==> src/rtl/adc_sample_framer.sv <==
// adc_sample_framer
// Turns the stream of 24-bit SPI words from the ADC into per-channel samples.
// Each DRDY frame starts with a status word (word_sof) whose upper byte must
// match STATUS_ID. It is followed by NUM_CH channel words, which are
// sign-extended to 32 bits and queued in an output FIFO with a ready/valid
// handshake.
//
// Ports
//   system_clock     rising-edge clock
//   reset_n          asynchronous active-low reset
//   word_valid       one-cycle strobe, word_data holds a completed SPI word
//   word_sof         with word_valid: the word is the frame status word
//   word_data[23:0]  received word, MSB first
//   out_valid        FIFO head holds a sample
//   out_ready        consumer accepts the head when out_valid is also high
//   out_channel[1:0] channel index of the head sample
//   out_sample[31:0] head sample, sign-extended
//   out_last         head is the last channel of its frame
//   frame_err_count  saturating count of rejected or truncated frames
//   overflow_count   saturating count of samples dropped on a full FIFO
//   status_word      lower 16 bits of the last accepted status word
module adc_sample_framer #(
  parameter int         NUM_CH     = 4,
  parameter logic [7:0] STATUS_ID  = 8'h22,
  parameter int         FIFO_DEPTH = 8
) (
  input  logic        system_clock,
  input  logic        reset_n,
  input  logic        word_valid,
  input  logic        word_sof,
  input  logic [23:0] word_data,
  output logic        out_valid,
  input  logic        out_ready,
  output logic [1:0]  out_channel,
  output logic [31:0] out_sample,
  output logic        out_last,
  output logic [7:0]  frame_err_count,
  output logic [7:0]  overflow_count,
  output logic [15:0] status_word
);

  localparam int             PW       = (FIFO_DEPTH > 2) ? $clog2(FIFO_DEPTH) : 1;
  localparam int             CW       = PW + 1;
  localparam int             IW       = 35;
  localparam logic [1:0]     LAST_CH  = 2'(NUM_CH - 1);
  localparam logic [CW-1:0]  BODY_MAX = CW'(FIFO_DEPTH - 1);

  typedef enum logic [1:0] {
    ST_IDLE    = 2'd0,
    ST_CHAN    = 2'd1,
    ST_DISCARD = 2'd2
  } state_t;

  function automatic logic [31:0] sign_ext(input logic [23:0] d);
    sign_ext = {{8{d[23]}}, d};
  endfunction

  function automatic logic [7:0] sat_add(input logic [7:0] cnt, input logic [1:0] inc);
    logic [8:0] sum;
    sum = {1'b0, cnt} + {7'b0000000, inc};
    if (sum[8]) sat_add = 8'hFF;
    else        sat_add = sum[7:0];
  endfunction

  state_t           state_r, state_nxt_s;
  logic [1:0]       chan_cnt_r;
  logic             sof_s, id_ok_s;
  logic [1:0]       err_inc_s;
  logic             load_status_s, cnt_clr_s, cnt_inc_s, wr_req_s;

  logic             wr_pend_r;
  logic [IW-1:0]    wr_item_r;

  logic [IW-1:0]    head_r;
  logic             out_valid_r;
  logic [IW-1:0]    body_mem_r [FIFO_DEPTH];
  logic [PW-1:0]    wr_ptr_r, rd_ptr_r;
  logic [CW-1:0]    body_cnt_r;
  logic             pop_s, full_s, push_s, drop_s, body_empty_s;
  logic             head_new_s, head_body_s, body_push_s;

  logic [7:0]       frame_err_r, overflow_r;
  logic [15:0]      status_r;

  assign sof_s   = word_valid & word_sof;
  assign id_ok_s = (word_data[23:16] == STATUS_ID);

  // FSM state register
  always_ff @(posedge system_clock or negedge reset_n) begin
    if (!reset_n) state_r <= ST_IDLE;
    else          state_r <= state_nxt_s;
  end

  // FSM next state: a status word restarts framing from any state
  always_comb begin
    state_nxt_s = state_r;
    case (state_r)
      ST_IDLE, ST_DISCARD: begin
        if (sof_s) state_nxt_s = id_ok_s ? ST_CHAN : ST_DISCARD;
        else       state_nxt_s = state_r;
      end
      ST_CHAN: begin
        if (sof_s)                                  state_nxt_s = id_ok_s ? ST_CHAN : ST_DISCARD;
        else if (word_valid && chan_cnt_r == LAST_CH) state_nxt_s = ST_IDLE;
        else                                        state_nxt_s = ST_CHAN;
      end
      default: state_nxt_s = ST_IDLE;
    endcase
  end

  // FSM outputs; a bad-ID status word truncating a frame costs two errors
  always_comb begin
    err_inc_s     = 2'd0;
    load_status_s = 1'b0;
    cnt_clr_s     = 1'b0;
    cnt_inc_s     = 1'b0;
    wr_req_s      = 1'b0;
    case (state_r)
      ST_IDLE, ST_DISCARD: begin
        if (sof_s && id_ok_s) begin
          load_status_s = 1'b1;
          cnt_clr_s     = 1'b1;
        end else if (sof_s) begin
          err_inc_s = 2'd1;
        end else begin
          err_inc_s = 2'd0;
        end
      end
      ST_CHAN: begin
        if (sof_s && id_ok_s) begin
          err_inc_s     = 2'd1;
          load_status_s = 1'b1;
          cnt_clr_s     = 1'b1;
        end else if (sof_s) begin
          err_inc_s = 2'd2;
        end else if (word_valid) begin
          wr_req_s  = 1'b1;
          cnt_inc_s = 1'b1;
        end else begin
          wr_req_s = 1'b0;
        end
      end
      default: begin
        err_inc_s = 2'd0;
      end
    endcase
  end

  // Channel counter, status capture and the one-cycle write staging register
  always_ff @(posedge system_clock or negedge reset_n) begin
    if (!reset_n) begin
      chan_cnt_r <= 2'd0;
      status_r   <= 16'h0000;
      wr_pend_r  <= 1'b0;
      wr_item_r  <= {IW{1'b0}};
    end else begin
      if (cnt_clr_s)      chan_cnt_r <= 2'd0;
      else if (cnt_inc_s) chan_cnt_r <= chan_cnt_r + 2'd1;
      if (load_status_s)  status_r   <= word_data[15:0];
      wr_pend_r <= wr_req_s;
      if (wr_req_s) wr_item_r <= {chan_cnt_r, sign_ext(word_data), (chan_cnt_r == LAST_CH)};
    end
  end

  // FIFO = head register (drives out_*) + body ring; total capacity FIFO_DEPTH.
  // A pop in the same cycle frees the slot the pending write needs.
  assign pop_s        = out_valid_r & out_ready;
  assign body_empty_s = (body_cnt_r == {CW{1'b0}});
  assign full_s       = out_valid_r & (body_cnt_r == BODY_MAX);
  assign push_s       = wr_pend_r & (~full_s | pop_s);
  assign drop_s       = wr_pend_r & full_s & ~pop_s;
  assign head_new_s   = push_s & (~out_valid_r | (pop_s & body_empty_s));
  assign head_body_s  = pop_s & ~body_empty_s;
  assign body_push_s  = push_s & ~head_new_s;

  // Head register and body bookkeeping
  always_ff @(posedge system_clock or negedge reset_n) begin
    if (!reset_n) begin
      head_r      <= {IW{1'b0}};
      out_valid_r <= 1'b0;
      wr_ptr_r    <= {PW{1'b0}};
      rd_ptr_r    <= {PW{1'b0}};
      body_cnt_r  <= {CW{1'b0}};
    end else begin
      if (head_new_s) begin
        head_r      <= wr_item_r;
        out_valid_r <= 1'b1;
      end else if (head_body_s) begin
        head_r      <= body_mem_r[rd_ptr_r];
        out_valid_r <= 1'b1;
      end else if (pop_s) begin
        out_valid_r <= 1'b0;
      end
      if (body_push_s) wr_ptr_r <= wr_ptr_r + PW'(1'b1);
      if (head_body_s) rd_ptr_r <= rd_ptr_r + PW'(1'b1);
      case ({body_push_s, head_body_s})
        2'b10:   body_cnt_r <= body_cnt_r + CW'(1'b1);
        2'b01:   body_cnt_r <= body_cnt_r - CW'(1'b1);
        default: body_cnt_r <= body_cnt_r;
      endcase
    end
  end

  // Body storage; contents are don't-care until written
  always_ff @(posedge system_clock) begin
    if (body_push_s) body_mem_r[wr_ptr_r] <= wr_item_r;
  end

  // Saturating error and overflow counters
  always_ff @(posedge system_clock or negedge reset_n) begin
    if (!reset_n) begin
      frame_err_r <= 8'h00;
      overflow_r  <= 8'h00;
    end else begin
      frame_err_r <= sat_add(frame_err_r, err_inc_s);
      overflow_r  <= sat_add(overflow_r, {1'b0, drop_s});
    end
  end

  assign out_valid       = out_valid_r;
  assign out_channel     = head_r[34:33];
  assign out_sample      = head_r[32:1];
  assign out_last        = head_r[0];
  assign frame_err_count = frame_err_r;
  assign overflow_count  = overflow_r;
  assign status_word     = status_r;

endmodule

==> config.mk <==
export PLATFORM = sky130hd
export DESIGN_NAME = adc_sample_framer
export DESIGN_NICKNAME = d
export VERILOG_FILES = /design/src/rtl/adc_sample_framer.sv
export SDC_FILE = /design/constraint.sdc
export NUM_CORES = 1
export LEC_CHECK = 0
export CORE_MARGIN = 2
export CORE_UTILIZATION = 40
export CTS_BUF_LIST = sky130_fd_sc_hd__clkbuf_4
export DETAILED_ROUTE_END_ITERATION = 8
export DONT_BUFFER_PORTS = 1
export PLACE_DENSITY = 0.63
export RECOVER_POWER = 25
export SYNTH_ARGS = -nofsm -noshare
export SYNTH_HDL_FRONTEND = slang
export SYNTH_SLANG_ARGS = --single-unit
export TNS_END_PERCENT = 10
==> constraint.sdc <==
create_clock -name system_clock -period 6.35 [get_ports system_clock]
set_input_delay 0.635 -clock system_clock [delete_from_list [all_inputs] [get_ports system_clock]]
set_output_delay 0.635 -clock system_clock [all_outputs]
set_load 0.05 [all_outputs]
# After elaboration in Yosys (flattened, before gate mapping)
# Memories as Yosys holds them, arrays and structs flattened.
# Cells that the tools add are included.
# word_totals
regBits,118
elab_cells,83
inputBits,29
latchBits,0
n_memories,1
output_inout_bits,68
romBits,0
mem_bits_rw,280
# op_classes
div_mod_pow,0
n_addsub,7
eq_ne,8
n_reduce_logical,10
n_mux,28
multipliers,0
n_shift,0
n_bitwise,17
magnitude_cmp,0
# mem_list
name,depth,word_bits,read_ports,rd_clocked_by_memory_dff,write_ports,line_no,source
body_mem_r,8,35,1,0,1,76,logic [IW-1:0] body_mem_r [FIFO_DEPTH];
# op_table
cell,n
$mux 35,2
$mux 8,2
$mux 1,14
$mux 2,7
$and 1x1->1,10
$add 8x1->9,1
$add 8x2->9,1
$eq 8x6->1 const B,1
$pmux 2 s2,2
$pmux 4 s2,1
$add 3x1->3 const B,2
$eq 2x2->1 const B,3
$reduce_bool 2->1,3
$not 1->1,5
$add 4x1->4 const B,1
$eq 2x1->1 const B,2
$eq 4x3->1 const B,1
$logic_not 4->1,1
$sub 4x1->4 const B,1
$reduce_bool 3->1,1
$reduce_or 3->1,1
$add 2x1->2 const B,1
$logic_and 1x1->1,2
$logic_not 2->1,1
3 further kinds,4

# Logic depth before layout (Yosys ltp)
# Gate-level depths: netlist of run 1.
# depth
depth_word,10
ltp_mapped,11
ltp_nobuf,11

# Worst setup path before layout of run 1
# Ideal clock, no wire load.
# synth_path
kind,in2reg
startpoint,input out_ready
endpoint,memory body_mem_r[2][0] (enable)
stages,4
t_arrival_ns,4.309
n_path_buf,0
setup_time_ns,0.489
slack_ns,1.553
path_cell_list,and4bb_1 > a31oi_2 > nand2_2 > nor4b_1
# synth_between
elab_chain_cells,8
elab_cells_between_ends,10
classes_between,2 x mux; 8 x bitwise
# synth_rtl
element,line_no,source
from (decl),33,"input logic out_ready,"
$and 1x1->1 *,167,assign pop_s = out_valid_r & out_ready;
$or 1x1->1 or $and 1x1->1 (tied branches),"170, 172",
$and 1x1->1 or $or 1x1->1 (tied branches),"170, 172",
$and 1x1->1,172,assign head_new_s = push_s & (~out_valid_r | (pop_s & body_empty_s));
$not 1->1,174,assign body_push_s = push_s & ~head_new_s;
$and 1x1->1 *,174,
$mux 1 *,206,if (body_push_s) body_mem_r[wr_ptr_r] <= wr_item_r;
$mux 1 (implied by the code) *,206,
to (decl),76,
# Every way passes the cells marked *; elsewhere a longest branch is shown, timed or not.

# Final worst setup path of run 1
# layout_path
startpoint,register out_valid_r (netlist: out_valid)
endpoint,register body_cnt_r[3]
# layout_between
elab_cells_between_ends,16
classes_between,2 x eq/ne; 1 x mux; 12 x bitwise; 1 x reduce/logical
# layout_rtl
element,line_no,source
from (decl),75,logic out_valid_r;
from (signal assigned),180,out_valid_r <= 1'b0;
from (signal assigned),187,out_valid_r <= 1'b1;
from (signal assigned),190,out_valid_r <= 1'b1;
$and 1x1->1 *,167,
$and 1x1->1 *,173,assign head_body_s = pop_s & ~body_empty_s;
named net head_body_s,80,"logic head_new_s, head_body_s, body_push_s;"
$eq 2x1->1 or $eq 2x2->1 (tied branches),196,"case ({body_push_s, head_body_s})"
$pmux 4 s2 or $reduce_bool 2->1 (tied branches),--,
to (signal assigned),197,2'b10: body_cnt_r <= body_cnt_r + CW'(1'b1);
to (signal assigned),198,2'b01: body_cnt_r <= body_cnt_r - CW'(1'b1);
to (signal assigned),199,default: body_cnt_r <= body_cnt_r;
to (decl),78,logic [CW-1:0] body_cnt_r;
# Mark *: on every way through the listed nets, which the timed path passes. The rest lies on a longest branch.
# A chain may end at the register's enable or synchronous reset.

==> out/metrics.yaml, run 1 <==
status: "complete, no violations"
place.gp.congestion: 0.749
antenna_found_initial: 1
max_stage_delay_ns: 0.90
cts_inserted_buffers: 78
drv_slew: 0
setup_violations: 0
tightestPinTransition_ns: 1.17
cts_resized: 0
leakagePower_nw: 5.74
fp.dieH_um: 181
first_iter_violations: 449
synth_top_cell_by_area: "edfxtp_1"
seq_power_share_pct: 53.9
worstSetupPathType: "register to register"
layout.cells.non_filler: 1185
intPower_mw: 3.64
relSlewSlack_pct: 22.2
ys_types: 53
post-place-ws_ns: 2.94
syn_avg_cell_area_um2: 18.8
antenna_left: 0
start_kind: "register"
path_buf_inv: 1
period_needed_ns: 3.38
finalCritPeriodShare_pct: 53.2
drv_cap: 0
p_sw_mw: 1.85
grt_pass1_vias: 6971
finClkSkew_ns: 0.0412
min_to: "status_word[1]"
totalWireLength_um: 25900
path_clk_slew_ns: 0.07
root_buffer: "clkbuf_4"
end_kind: "register"
min_path_type: "input pin to register"
synth_top_flop_cell: "edfxtp_1"
rsz0062_at_grt: "no"
track_usage_pct: 16.3
vias: 6417
layout.nets: 765
hold_depth: 1
dieArea_um2: 32900
route.detailed.drc: 0
netlist_top_cells_area: "edfxtp_1 52%, dfrtp_1 20%, mux4_2 9.7%, mux2_2 2.6%, mux2i_1 2.4%"
synth_common_cells: "216 x edfxtp_1, 102 x dfrtp_1, 54 x mux4_2, 33 x nor2_1, 30 x mux2i_1"
r2r_end: "body_cnt_r[3]"
cts_tree: "built"
worstHoldStart: "word_data[1]"
drt_first_pass_iters: 4
synth.top_cell.area_share_pct: 51.6
n_fill_cell: 2684
worstPathCellList: "nand3_2 -> inv_2 -> ha_1 -> ha_1 -> a21o_1 -> a21oi_1 -> mux2i_1 -> xnor2_1"
fin_setup_tns_ns: 0
ys_warn_count: 0
cpMaxStageDelayCell: "nand3_2"
worst_ep_arrival_time_ns: 4.00
ioPinCount: 97
via_per_inst: 5.42
htree_levels: 3
synthCells: 668
dp_hpwl_um: 14100
setup_ws_ns: 2.97
synth_edf_count: 216
grt_overflow_total: 0
crit_fanout: 31
reg2regPathDepth: 8
clock_power_share_pct: 31.5
holdWs_ns: 0.0730
synthArstFlopShare_pct: 32.1
p_sw_share_pct: 33.6
yosysMostFrequentCell: "edfxtp_1"
mappedNetlistArea_um2: 12600
core_area_um2: 30700
cts_sinks: 318
dpl.cell_count: 1038
die_x_um: 181
grt_max_degree: 103
worstSkewPairLatency_ns: 0.69
power_mw: 5.49
rrSetupSlack_ns: 2.97
final_hold_viol_count: 0
wire_per_inst_um: 21.8
rows: 64
ys_ff_latch: 318
combPwrFrac_pct: 14.5
area_growth_pct: 11.8
timing.fmax_ghz: 0.296
drive_gt1_share_pct: 31.0
synth_fp_nets: 709
clock_path_buffers: 3
ir_drop_v: 0.000275
grt_pass1_wl_um: 40400
yosysSeqAreaShare_pct: 71.9
cp_top_family: "simple AND/OR/NAND/NOR gates"
crit_required_ns: 6.97
timing.rr.start: "out_valid"
worst_path_most_repeated_cell: "ha_1"
initial_utilization_pct: 40.9
port_buffers: 0
p_per_area_nw_per_um2: 390
-- cell type report --
class | count | area, µm² | share of cell area [%]
Sequential cell | 318 | 9050 | 64.3
Clock inverter | 27 | 178 | 1.26
Timing Repair Buffer | 14 | 128 | 0.908
Multi-Input combinational cell | 301 | 3290 | 23.4
Antenna cell | 1 | 2.50 | 0.0178
Clock buffer | 117 | 878 | 6.25
Tap cell | 396 | 495 | 3.52
Inverter | 11 | 41.3 | 0.294
-- kinds of logic after synthesis --
group | synth area share (%)
multiplexers | 16.2
AO/OA/AOI/OAI | 3.64
flip-flops | 71.9
adder cells (fa/ha/maj) | 1.31
XOR/XNOR | 0.905
AND/OR/NAND/NOR | 3.81
buffers and inverters | 2.29
-- worst reg2reg max path, stage by stage (launching register included) --
cell,delay [ns]
dfrtp_1,0.77
nand3_2,0.90
inv_2,0.37
ha_1,0.27
ha_1,0.26
a21o_1,0.18
a21oi_1,0.18
mux2i_1,0.23
xnor2_1,0.14
-- through the flow --
step	util, %	instance area [µm²]
finish	45.7	14100
global route	45.7	14100
CTS	45.7	14100
detailed placement	42.2	13000
global placement	42.2	13000
floorplan	-	12600
-- timing repair --
action / 4_1_cts / 5_1_grt
hold buffers: 2 / 0
hold endpoints to repair: 102 / 0
buffers inserted: 0 / 0
-- state kept, by name, indices dropped and copies added, names as in the netlist --
signal,count
state_r,2
out_valid,1
chan_cnt_r,2
rd_ptr_r,3
head_r,27
status_word,16
body_cnt_r,4
wr_item_r,27
wr_ptr_r,3
wr_pend_r,1
body_mem_r,216
frame_err_count,8
overflow_count,8
-- power by group through the flow --
stage                     registers (mW)  logic, mW  clock network (mW)
after floorplan                     2.83      0.788                   0
after global placement              3.01      0.768                   0
after detailed placement            3.02      0.790                   0
after CTS                           2.98      0.810                1.79
after global routing                3.00      0.856                1.90
final                               2.96      0.797                1.73
-- worst max-delay path by stage --
stage | from | endpoint | slack, ns | cells past startpoint
2_1_floorplan | out_ready | body_mem_r[2][0] | 1.55 | 4
3_3_place_gp | out_valid | body_cnt_r[3] | 3.04 | 8
3_5_place_dp | out_valid | body_cnt_r[3] | 2.94 | 8
4_1_cts | out_valid | body_cnt_r[3] | 2.90 | 8
5_1_grt | out_valid | body_cnt_r[3] | 2.75 | 8
6_report | out_valid | body_cnt_r[3] | 2.97 | 8
-- cells in the final DEF, fill, tap and decap left out, types with 7 or more instances in the layout --
master / synthesis / layout
a221o_1: 26 / 26
nor2_1: 33 / 32
mux2_2: 29 / 29
a21oi_1: 9 / 9
dfrtp_1: 102 / 99
edfxtp_1: 216 / 216
clkbuf_4: 0 / 117
nand2_1: 21 / 21
ha_1: 10 / 10
mux4_2: 54 / 54
xnor2_1: 7 / 7
mux2_1: 17 / 17
mux2i_1: 30 / 30
clkinv_1: 0 / 17
buf_4: 8 / 12
inv_1: 10 / 10
-- metal layers --
layer	routed length, µm	vias up	global-route usage (%)
met2	12800	237	27.0
met1	10600	3352	20.2
met3	1890	40	4.33
li1	-	2788	-
met4	587	0	6.99
met5	0	-	0
(Power assumes the default switching activity.)
==> run 2, diff against run 1 <==
Clock period 6.35 ns to 3.4 ns, I/O delays scaled along.
==> out/metrics.yaml, run 2 (synthesized netlist as in run 1, its figures left out) <==
final_hold_viol_count: 0
mostFrequentLayoutCell: "edfxtp_1"
cts_resized: 0
top_register: "body_mem_r"
initial_utilization_pct: 40.9
fp.dieH_um: 181
wire_per_inst_um: 21.6
cp_top_family: "simple AND/OR/NAND/NOR gates"
area_growth_pct: 14.9
layout.nets: 803
drv_slew: 0
htree_levels: 3
r2r_end: "body_cnt_r[3]"
max_stage_delay_ns: 0.60
grt_pass1_vias: 7035
dp_hpwl_um: 14500
crit_fanout: 7
cts_tree: "built"
cts_setup_buffers: 0
grt_overflow_total: 0
vias: 6594
start_kind: "register"
n_fill_cell: 2662
relSlewSlack_pct: 25.3
root_buffer: "clkbuf_4"
setup_violations: 0
worstPathCellList: "or4_4 -> o21a_1 -> nand2_2 -> ha_1 -> ha_1 -> a21o_1 -> a21oi_1 -> mux2i_1 -> xnor2_1"
ioPinCount: 97
track_usage_pct: 16.5
holdWs_ns: 0.0582
cts_hold_buf: 29
cts_inserted_buffers: 81
reg2regPathDepth: 9
grt_pass1_wl_um: 40900
drive_gt1_share_pct: 30.5
period_needed_ns: 2.83
min_path_type: "input pin to register"
rsz0062_at_grt: "no"
cts_sinks: 318
dieArea_um2: 32900
antenna_left: 0
grt_max_degree: 103
largest_reg_flops: 216
crit_required_ns: 3.97
worst_path_most_repeated_cell: "ha_1"
core_area_um2: 30700
ir_drop_v: 0.000463
tightestPinTransition_ns: 1.12
cpMaxStageDelayCell: "or4_4"
drv_cap: 0
status: "complete, no violations"
antenna_found_initial: 1
finClkSkew_ns: 0.0426
timing.rr.start: "body_cnt_r[0]"
first_iter_violations: 380
reg_top3: "body_mem_r x216, head_r x27, wr_item_r x27"
path_buf_inv: 0
totalWireLength_um: 26400
finalCritPeriodShare_pct: 83.3
clock_path_buffers: 3
timing.fmax_ghz: 0.353
end_kind: "register"
leakagePower_nw: 5.92
path_clk_slew_ns: 0.06
worstSetupPathType: "register to register"
place.gp.congestion: 0.774
route.detailed.drc: 0
worstHoldStart: "word_valid"
finish.utilization_pct: 47.0
fin_setup_tns_ns: 0
drt_first_pass_iters: 5
final_cell_mix: "216 x edfxtp_1, 121 x clkbuf_4, 98 x dfrtp_1"
die_x_um: 181
rows: 64
hold_depth: 3
via_per_inst: 5.38
worst_ep_arrival_time_ns: 3.41
port_buffers: 0
rrSetupSlack_ns: 0.57
min_to: "frame_err_count[1]"
p_per_area_nw_per_um2: 719
worstSkewPairLatency_ns: 0.67
## run 2: cell count changes in the layout (fill, tap and decap cells not counted), moves of 2 or more
cell           before  now
clkinvlp_4          4    2
dlygate4sd3_1       1   28
buf_12              0    2
clkbuf_4          117  121
buf_4              12   18
clkinv_1           17   23
## run 2: layout make-up
cell class / instances / area, µm² / area share, %
Antenna cell: 1 / 2.50 / 0.0173
Clock buffer: 121 / 908 / 6.29
Clock inverter: 29 / 171 / 1.19
Inverter: 11 / 41.3 / 0.286
Multi-Input combinational cell: 301 / 3300 / 22.8
Sequential cell: 318 / 9050 / 62.6
Tap cell: 396 / 495 / 3.43
Timing Repair Buffer: 49 / 483 / 3.34
## run 2: power breakdown
| group | switching [mW] | total (mW) | internal (mW) | leakage [nW] |
|---|---|---|---|---|
| Clock | 1.49 | 3.28 | 1.79 | 0.629 |
| Sequential | 1.32 | 5.66 | 4.34 | 3.73 |
| Combinational | 0.646 | 1.45 | 0.803 | 1.56 |
| Total | 3.46 | 10.4 | 6.93 | 5.92 |
## run 2: worst min-delay path, stage by stage
cell	delay, ns
nand4_1	0.10
fa_1	0.19
nand2_1	0.05
## run 2: per-layer routing
layer  wire [µm]  global-route usage, %
met5           0                      0
met4         443                   5.69
met3        1590                   3.75
met2       13400                   28.2
met1       11000                   20.8
## run 2: per-stage QoR
step                instances  cell area (µm²)  power [mW]  setup slack [ns]
floorplan                 668            12600        6.76             -1.20
global placement         1046            13100        7.12             0.670
detailed placement       1046            13100        7.17             0.592
CTS                      1225            14400        10.5             0.581
global route             1226            14500        10.9             0.412
finish                   1226            14500        10.4             0.568
## run 2: how the worst max path moves through the flow
| stage | from | to | slack (ns) | depth (start not counted) |
|---|---|---|---|---|
| 2_1_floorplan | out_valid | body_mem_r[1][0] | -1.20 | 3 |
| 3_3_place_gp | body_cnt_r[0] | body_cnt_r[3] | 0.67 | 9 |
| 3_5_place_dp | body_cnt_r[0] | body_cnt_r[3] | 0.59 | 9 |
| 4_1_cts | body_cnt_r[0] | body_cnt_r[3] | 0.58 | 9 |
| 5_1_grt | body_cnt_r[0] | body_cnt_r[3] | 0.41 | 9 |
| 6_report | body_cnt_r[0] | body_cnt_r[3] | 0.57 | 9 |
==> run 3, diff against run 2 <==
Clock period 3.4 ns to 2.8 ns, I/O delays scaled along.
==> out/metrics.yaml, run 3 (synthesized netlist as in run 1, its figures left out) <==
min_path_type: "input pin to register"
cpMaxStageDelayCell: "or4_4"
start_kind: "register"
first_iter_violations: 523
placed_area_um2: 13300
crit_required_ns: 3.37
place.gp.congestion: 0.809
finalCritPeriodShare_pct: 97.1
worstPathCellList: "or4_4 -> o21a_1 -> nand2_2 -> ha_2 -> ha_1 -> a21o_1 -> a21oi_1 -> mux2i_1 -> xnor2_1"
mostFrequentLayoutCell: "edfxtp_1"
layout.nets: 814
rows: 64
grt_pass1_vias: 7260
drv_slew: 103
p_per_area_nw_per_um2: 860
fp.dieH_um: 181
reg_top3: "body_mem_r x216, head_r x27, wr_item_r x27"
period_needed_ns: 2.72
initial_utilization_pct: 40.9
track_usage_pct: 16.9
largest_reg_flops: 216
n_fill_cell: 2636
multi_input_area_um2: 3340
die_x_um: 181
clock_path_buffers: 3
cts_sinks: 318
route.detailed.drc: 0
violations: "capacitance limit, slew limit"
leakagePower_nw: 5.99
cp_top_family: "simple AND/OR/NAND/NOR gates"
layout.area.seq_um2: 9050
drive_gt1_share_pct: 33.0
core_area_um2: 30700
finish.utilization_pct: 47.4
final_cell_mix: "216 x edfxtp_1, 124 x clkbuf_4, 97 x dfrtp_1"
area_growth_pct: 15.9
grt_overflow_total: 0
final_cell_area_um2: 14600
drt_first_pass_iters: 5
worstSkewPairLatency_ns: 0.68
worst_ep_arrival_time_ns: 3.29
max_stage_delay_ns: 0.59
setup_violations: 0
totalWireLength_um: 26800
antenna_left: 0
cts_setup_buffers: 0
grt_pass1_wl_um: 42000
finClkSkew_ns: 0.0380
dpl.cell_count: 1060
vias: 6635
path_buf_inv: 0
layout.cells.non_filler: 1235
root_buffer: "clkbuf_4"
tightestPinTransition_ns: 1.55
end_kind: "register"
worstSetupPathType: "register to register"
relSlewSlack_pct: -3.62
cts_tree: "built"
top_register: "body_mem_r"
final_hold_viol_count: 0
wire_per_inst_um: 21.7
dp_hpwl_um: 15600
htree_levels: 3
rsz0062_at_grt: "no"
ir_drop_v: 0.000431
dieArea_um2: 32900
status: "finished with violations"
power_mw: 12.5
timing.fmax_ghz: 0.368
ioPinCount: 97
crit_fanout: 6
path_clk_slew_ns: 0.07
grt_max_degree: 103
port_buffers: 0
via_per_inst: 5.37
cts_inserted_buffers: 78
drv_cap: 1
antenna_found_initial: 2
rrSetupSlack_ns: 0.08
-- run 3: final timing paths --
path,start,end,depth (start not counted)
max in group asynchronous,reset_n,rd_ptr_r[0],2
setup reg to reg,body_cnt_r[0],body_cnt_r[3],9
setup / recovery,body_cnt_r[0],body_cnt_r[3],9
min in group asynchronous,reset_n,head_r[17],2
hold reg to reg,state_r[0],state_r[1],1
hold / removal,word_data[17],state_r[1],4
-- run 3: area by class of cell --
cell class | instances | area share, %
Multi-Input combinational cell | 301 | 22.9
Sequential cell | 318 | 62.1
Inverter | 11 | 0.283
Clock buffer | 123 | 6.34
Antenna cell | 2 | 0.0343
Tap cell | 396 | 3.40
Timing Repair Buffer | 63 | 4.24
Clock inverter | 21 | 0.678
-- run 3: routing by layer --
| metal | track usage [%] | wire length, µm | vias up |
|---|---|---|---|
| li1 | - | - | 2916 |
| met1 | 21.0 | 11000 | 3448 |
| met2 | 28.5 | 13600 | 231 |
| met3 | 4.29 | 1650 | 40 |
| met4 | 6.44 | 539 | 0 |
| met5 | 0 | 0 | - |
-- run 3: repair_timing --
item                                   CTS  global route
hold buffers                            29             0
endpoints found under the hold margin  148             0
setup endpoints to repair                0             1
gates resized for setup                  0             2
-- run 3: power by group --
group / total, mW / switching (mW) / internal [mW]
logic: 1.96 / 0.953 / 1.01
registers: 6.74 / 1.47 / 5.27
clock network: 3.82 / 1.81 / 2.01
total: 12.5 / 4.23 / 8.29
-- run 3: worst min-delay path, cell delays in order --
cell and delay (ns):
nor4b_2 0.15, a21oi_1 0.14, a21oi_1 0.05, a21oi_1 0.12
-- run 3: stage by stage --
stage	setup TNS [ns]	hold slack [ns]	worst slack, ns
5_1_grt	0	0.101	0.00955
6_report	0	0.133	0.0818
3_3_place_gp	0	-0.00944	0.206
4_1_cts	0	0.0807	0.0228
3_5_place_dp	0	-0.0105	0.0428
2_1_floorplan	-49.52	-0.0156	-0.810
